File: src/rtl/vga_rom_arbiter.sv
// Round-robin arbiter sharing one synchronous ROM between two sprite controllers.
// Each issued read carries a tag down a latency-matched pipeline that routes returned data to its issuer.
module vga_rom_arbiter #(
    parameter int ADDR_W  = 11,
    parameter int DATA_W  = 8,
    parameter int ROM_LAT = 1
) (
    input  logic              clk,
    input  logic              rst,
    input  logic              req0,
    input  logic [ADDR_W-1:0] addr0,
    output logic              gnt0,
    output logic [DATA_W-1:0] rdata0,
    output logic              rvalid0,
    input  logic              req1,
    input  logic [ADDR_W-1:0] addr1,
    output logic              gnt1,
    output logic [DATA_W-1:0] rdata1,
    output logic              rvalid1,
    output logic [ADDR_W-1:0] rom_addr,
    input  logic [DATA_W-1:0] rom_data,
    output logic [15:0]       conflict_cnt
);

    typedef enum logic {
        REQ0 = 1'b0,
        REQ1 = 1'b1
    } owner_t;

    // Stage 0 lines up with rom_addr; the last stage lines up with rom_data.
    localparam int STAGES = ROM_LAT + 1;

    owner_t              last;
    logic [STAGES-1:0]   tag_valid;
    owner_t              tag_id [STAGES];
    logic [15:0]         cnt;

    assign conflict_cnt = cnt;

    always_comb begin
        gnt0 = 1'b0;
        gnt1 = 1'b0;
        if (!rst) begin
            if (req0 && (!req1 || last == REQ1)) begin
                gnt0 = 1'b1;
            end else if (req1) begin
                gnt1 = 1'b1;
            end
        end
    end

    always_ff @(posedge clk) begin
        if (rst) begin
            last      <= REQ1;
            rom_addr  <= '0;
            tag_valid <= '0;
            rdata0    <= '0;
            rdata1    <= '0;
            rvalid0   <= 1'b0;
            rvalid1   <= 1'b0;
            cnt       <= '0;
        end else begin
            if (gnt0) begin
                last     <= REQ0;
                rom_addr <= addr0;
            end else if (gnt1) begin
                last     <= REQ1;
                rom_addr <= addr1;
            end

            tag_valid <= {tag_valid[STAGES-2:0], gnt0 | gnt1};

            rvalid0 <= tag_valid[STAGES-1] && (tag_id[STAGES-1] == REQ0);
            rvalid1 <= tag_valid[STAGES-1] && (tag_id[STAGES-1] == REQ1);
            if (tag_valid[STAGES-1] && tag_id[STAGES-1] == REQ0) begin
                rdata0 <= rom_data;
            end
            if (tag_valid[STAGES-1] && tag_id[STAGES-1] == REQ1) begin
                rdata1 <= rom_data;
            end

            if (req0 && req1 && cnt != '1) begin
                cnt <= cnt + 16'd1;
            end
        end
    end

    // Ids need no reset: they are only consumed alongside a set valid bit.
    always_ff @(posedge clk) begin
        tag_id[0] <= gnt1 ? REQ1 : REQ0;
        for (int unsigned i = 1; i < STAGES; i++) begin
            tag_id[i] <= tag_id[i-1];
        end
    end

endmodule

File: config.mk
export PLATFORM = sky130hd
export DESIGN_NAME = vga_rom_arbiter
export DESIGN_NICKNAME = d
export VERILOG_FILES = /design/src/rtl/vga_rom_arbiter.sv
export SDC_FILE = /design/constraint.sdc
export NUM_CORES = 1
export LEC_CHECK = 0
export ABC_AREA = 1
export ABC_CLOCK_PERIOD_IN_PS = 2140
export BUFFER_PORTS_ARGS = -buffer_cell sky130_fd_sc_hd__buf_4
export CAP_MARGIN = 20
export CORE_MARGIN = 4
export CORE_UTILIZATION = 52
export DETAILED_ROUTE_END_ITERATION = 6
export PLACE_DENSITY = 0.84
export REMOVE_ABC_BUFFERS = 1
export SYNTH_ARGS = -nofsm -noshare
export SYNTH_HDL_FRONTEND = slang
export SYNTH_SLANG_ARGS = --single-unit
export TNS_END_PERCENT = 50
File: constraint.sdc
create_clock -name clk -period 2.14 [get_ports clk]
set_input_delay 0.321 -clock clk [delete_from_list [all_inputs] [get_ports clk]]
set_output_delay 0.321 -clock clk [all_outputs]
set_load 0.01 [all_outputs]
# After elaboration in Yosys (flattened, before gate mapping)

Memory sizes are Yosys's and may differ from the RTL's.
Cells that the tools add are included.

Flip-flop bits (word level): 48
Bits in writable memories: 2
Output and inout bits: 47
Logic and storage cells: 31
Memories: 1

Add/sub/neg operators: 1
Equality and inequality tests: 1
Muxes and demuxes: 10
Bitwise logic cells: 2
Reductions and logical operators: 8

Memory list:

| memory | depth | width | read ports | clocked after Yosys merged registers in | write ports | RTL line | RTL |
|---|---|---|---|---|---|---|---|
| tag_id | 2     | 1     | 2          | 0                                       | 2           | 35       | `owner_t tag_id [STAGES];` |

Operators with widths:

| operator                | count |
|---|---|
| $mux W11                | 2 |
| $add A16 B1 Y16 const B | 1 |
| $ne A16 B16 Y1 const B  | 1 |
| $mux W1                 | 8 |
| $logic_and A1 B1 Y1     | 5 |
| $reduce_bool A2 Y1      | 1 |
| $logic_not A1 Y1        | 1 |
| $logic_or A1 B1 Y1      | 1 |
| $not A1 Y1              | 1 |
| $or A1 B1 Y1            | 1 |

# Depth between registers and ports, before layout

Depth in word-level cells: 7
Depth in mapped cells: 9
Gate-level depth less buffers: 9

# Least setup slack after synthesis

Ideal clock, no wire load.

Path kind: flip-flop to flip-flop
Start point: register cnt[0], in the netlist conflict_cnt[0]
End point: register cnt[14], in the netlist conflict_cnt[14]
Data arrival time: 1.274 ns
Data required time: 2.025 ns
Path slack: 0.751 ns
Cell stages (with the launch flop): 8
Cells stage by stage: dfxtp_1 > ha_1 > inv_1 > nor2_4 > nand4_4 > buf_6 > a21oi_1 > nor2_1

Word-level cells in the longest chain between the ends: 2

RTL lines:

| element                                                                 | RTL line | RTL |
|---|---|---|
| from (decl)                                                             | 36       | `logic [15:0] cnt;` |
| from (signal assigned)                                                  | 83       | `cnt <= cnt + 16'd1;` |
| parallel branches: the longest is 2 deep, another holds $add A16 B1 Y16 | n/a      |  |

Several ways; the timed one is not identified.
A chain may end at the register's enable or synchronous reset.

# Worst setup path after layout

Start point: register last
End point: output gnt0

Word-level cells in the longest chain between the ends: 4

RTL lines:

| element                | RTL line | RTL |
|---|---|---|
| from (decl)            | 33       | `owner_t last;` |
| from (signal assigned) | 54       | `last <= REQ1;` |
| from (signal assigned) | 64       | `last <= REQ0;` |
| from (signal assigned) | 67       | `last <= REQ1;` |
| $logic_or A1 B1 Y1     | 44       | `if (req0 && (!req1 \|\| last == REQ1)) begin` |
| $logic_and A1 B1 Y1    | 44       |  |
| $mux W1                | 44       |  |
| $mux W1                | 43       | `if (!rst) begin` |
| to (decl)              | 12       | `output logic gnt0,` |

No other way between the ends.

==> results by group <==
Run status
  • Outcome: complete, no violations

Logic synthesis
  • Cells after synthesis: 302
  • Sequential area share after synthesis: 46.6%
  • Synth warn: 0
  • Syn_area_per_cell: 7.11 µm²
  • Yosys reg bits: 50
  • Cell area after synthesis: 2150 µm²
  • Post-synth top area cell: dfxtp_1
  • Post-synth cell types: 24
  • Top-area cell type share of the netlist area: 46.6%
  • Synth area leaders: dfxtp_1 (47%), nand2_1 (13%), nor2_1 (13%)

Timing
  • Slew headroom: 67.2%
  • Crit path time final: 1740 ps
  • RSZ-0062 raised after global routing: no
  • Fin Setup TNS: 0 ps
  • Final-report setup violation count: 0
  • Final number of max-transition violations: 0
  • Worst-margin pin slew: 490 ps
  • Fin Clk Skew: 7.48 ps
  • Fmax achieved: 575 MHz
  • Period utilisation layout: 81.3%
  • Worst setup margin: 400 ps
  • Final Hold Vio Count: 0
  • Hold Worst Slack: 257 ps

Clocking
  • Post-CTS Resized: 0
  • CTS tree: yes
  • Cts hold-fix bufs: 0
  • CTS sink count: 50
  • TritonCTS buffer count: 5
  • CTS max path bufs: 2
  • Clock Latency Late Sink: 300 ps
  • H-Tree Depth: 2
  • Clock root buffer: clkbuf_8
  • Post-CTS setup repair buffer count: 0
  • Worst-path clk slew: 80 ps

Die
  • Initial Utilization: 53.6%
  • I/O pins: 81
  • Die ar.: 5220 µm²
  • Die height: 72.2 µm
  • Core area: 4000 µm²
  • Cell row count: 23
  • Chip Width: 72.2 µm

Power
  • Net Switching: 440 µW
  • Pwr dens: 615 nW/µm²
  • Static Leak: 1.31 nW
  • Clock power share: 29.8%
  • Logic pwr share: 13.4%
  • Internal Power: 1.31 mW
  • Flop pwr share: 56.8%
  • Net Sw Frac: 25.2%
  • VDD IR-drop max: 0.552 mV

Placement
  • Cells after DPL: 425
  • Number of buffers added on ports: 80
  • Routability Congestion: 0.785
  • Place WS: 566 ps
  • Final HPWL DP: 3.87 mm
  • Placed cell area: 2760 µm²

Routing
  • Via density: 4.97
  • Avg WL per Cell: 11.9 µm
  • Vias post-DR: 2146
  • Initial DRC Count: 109
  • # DRC: 0
  • Final antenna-violating net count: 0
  • Initial DRT Pass Iterations: 4
  • Drt total wl: 5.15 mm

Final layout
  • Final instance area: 2840 µm²
  • Layout Nets: 417
  • Storage cell area: 1000 µm²
  • Layout cells sized above 1: 26.7%
  • Fin cells: 432
  • Most frequent cells in the layout: buf_4 (81), nand2_1 (77), nor2_1 (73)
  • Area growth, synth to finish: 32.5%
  • Filler cells: 335
  • Leading cell type in the layout, fill and taps excluded: buf_4
  • Footprint of the multi-input gates: 1010 µm²
  • Antenna Cells: 0

Worst hold path
  • Hold_sp: rom_data[2]
  • Hold Path Class: input pin to register

Global routing
  • GRT Total Usage: 20.9%
  • Largest net degree at the start of global routing: 32
  • Vias in the first global route: 1968
  • Remaining global-route overflow: 0
  • First-pass GRT wire length: 8.60 mm
  • Antenna violations before repair: 0

Critical path
  • Worst endpoint required time: 1820 ps
  • CP Data Arrival Time: 1420 ps
  • CP cell instances: inv_1 > nand2_1 > nand3_2 > clkinv_1 > buf_4
  • Crit-path max FO: 10
  • Critical Path Max Stage Delay: 320 ps
  • Worst setup SP type: register
  • Crit. End Element: output port
  • Critical path class: register to output port
  • Crit path max-delay cell type: dfxtp_1
  • Worst setup path start: last$_SDFFE_PP1P_
  • Worst r2r src: conflict_cnt[0]$_SDFFE_PP0P_

Flow run
  • MaxCap Viol Count: 0
==> flip-flops by register name, summed over array words and instances (netlist names) <==
signal and count:
rdata1 8, conflict_cnt 16, rvalid1 1, tag_id 2
rom_addr 11, rdata0 8, last 1, rvalid0 1
tag_valid 2
==> synth_stat cells <==
library cell and instances:
a21oi_1 10, a31oi_1 9, buf_2 3, buf_4 1, buf_6 2, clkbuf_1 2, clkinv_1 2, dfxtp_1 50
ha_1 1, inv_1 18, inv_2 2, nand2_1 77, nand2_2 1, nand3_1 17, nand3_2 3, nand3b_1 1
nand4_4 1, nor2_1 73, nor2_2 4, nor2_4 3, nor3_1 1, nor4_1 1, o211ai_1 3, o21ai_0 17
==> area by class of cell <==
class | count | share of cell area, %
sequential | 50 | 35.2
clock buffer | 5 | 2.42
inverter | 22 | 2.90
timing repair buffer | 81 | 21.4
multi-input combinational | 222 | 35.5
clock inverter | 2 | 0.352
tap | 50 | 2.20
==> layer usage <==
| layer | wire length [µm] | GRT usage [%] |
|---|---|---|
| met1 | 2160 | 24.9 |
| met2 | 2580 | 35.4 |
| met3 | 326 | 5.82 |
| met4 | 87 | 8.35 |
| met5 | 0 | 0 |
==> final timing paths <==
| check | to | slack [ps] | cells after the start |
|---|---|---|---|
| worst max-delay path | gnt0 | 400 | 5 |
| worst min-delay path | rdata0[2]$_SDFFE_PP0P_ | 260 | 3 |
| worst max register to register | conflict_cnt[3]$_SDFFE_PP0P_ | 590 | 6 |
| worst min register to register | tag_id[0][1]$_DFF_P_ | 330 | 0 |
==> worst max-delay path: cells and delay by family, from the launching register on <==
kind,cells,cell delay [ps]
buffers and inverters,3,580
AND/OR/NAND/NOR,2,230
flip-flops,1,320
==> per-stage QoR <==
| stage | utilization [%] | power (mW) |
|---|---|---|
| final | 71.1 | 1.75 |
| after global placement | 69.1 | 1.25 |
| after CTS | 71.1 | 1.77 |
| after detailed placement | 69.1 | 1.25 |
| after global routing | 71.1 | 1.83 |
| after floorplan | - | 1.12 |
==> power by group through the flow <==
stage	clock, mW	combinational, mW	sequential [mW]
floorplan	0	0.0883	1.03
global placement	0	0.232	1.01
detailed placement	0	0.236	1.01
CTS	0.539	0.236	0.993
global route	0.568	0.263	0.998
finish	0.520	0.235	0.993
==> cell families (layout without fill, tap and decap cells) <==
family	Yosys count	count (layout)	share of synthesized area, %
fa+ha+maj	1	1	0.583
flops	50	50	46.6
buf+inv	30	110	6.30
compound gates	39	39	9.97
simple gates	182	182	36.5
Note: power is estimated with default switching activity, not from simulation.
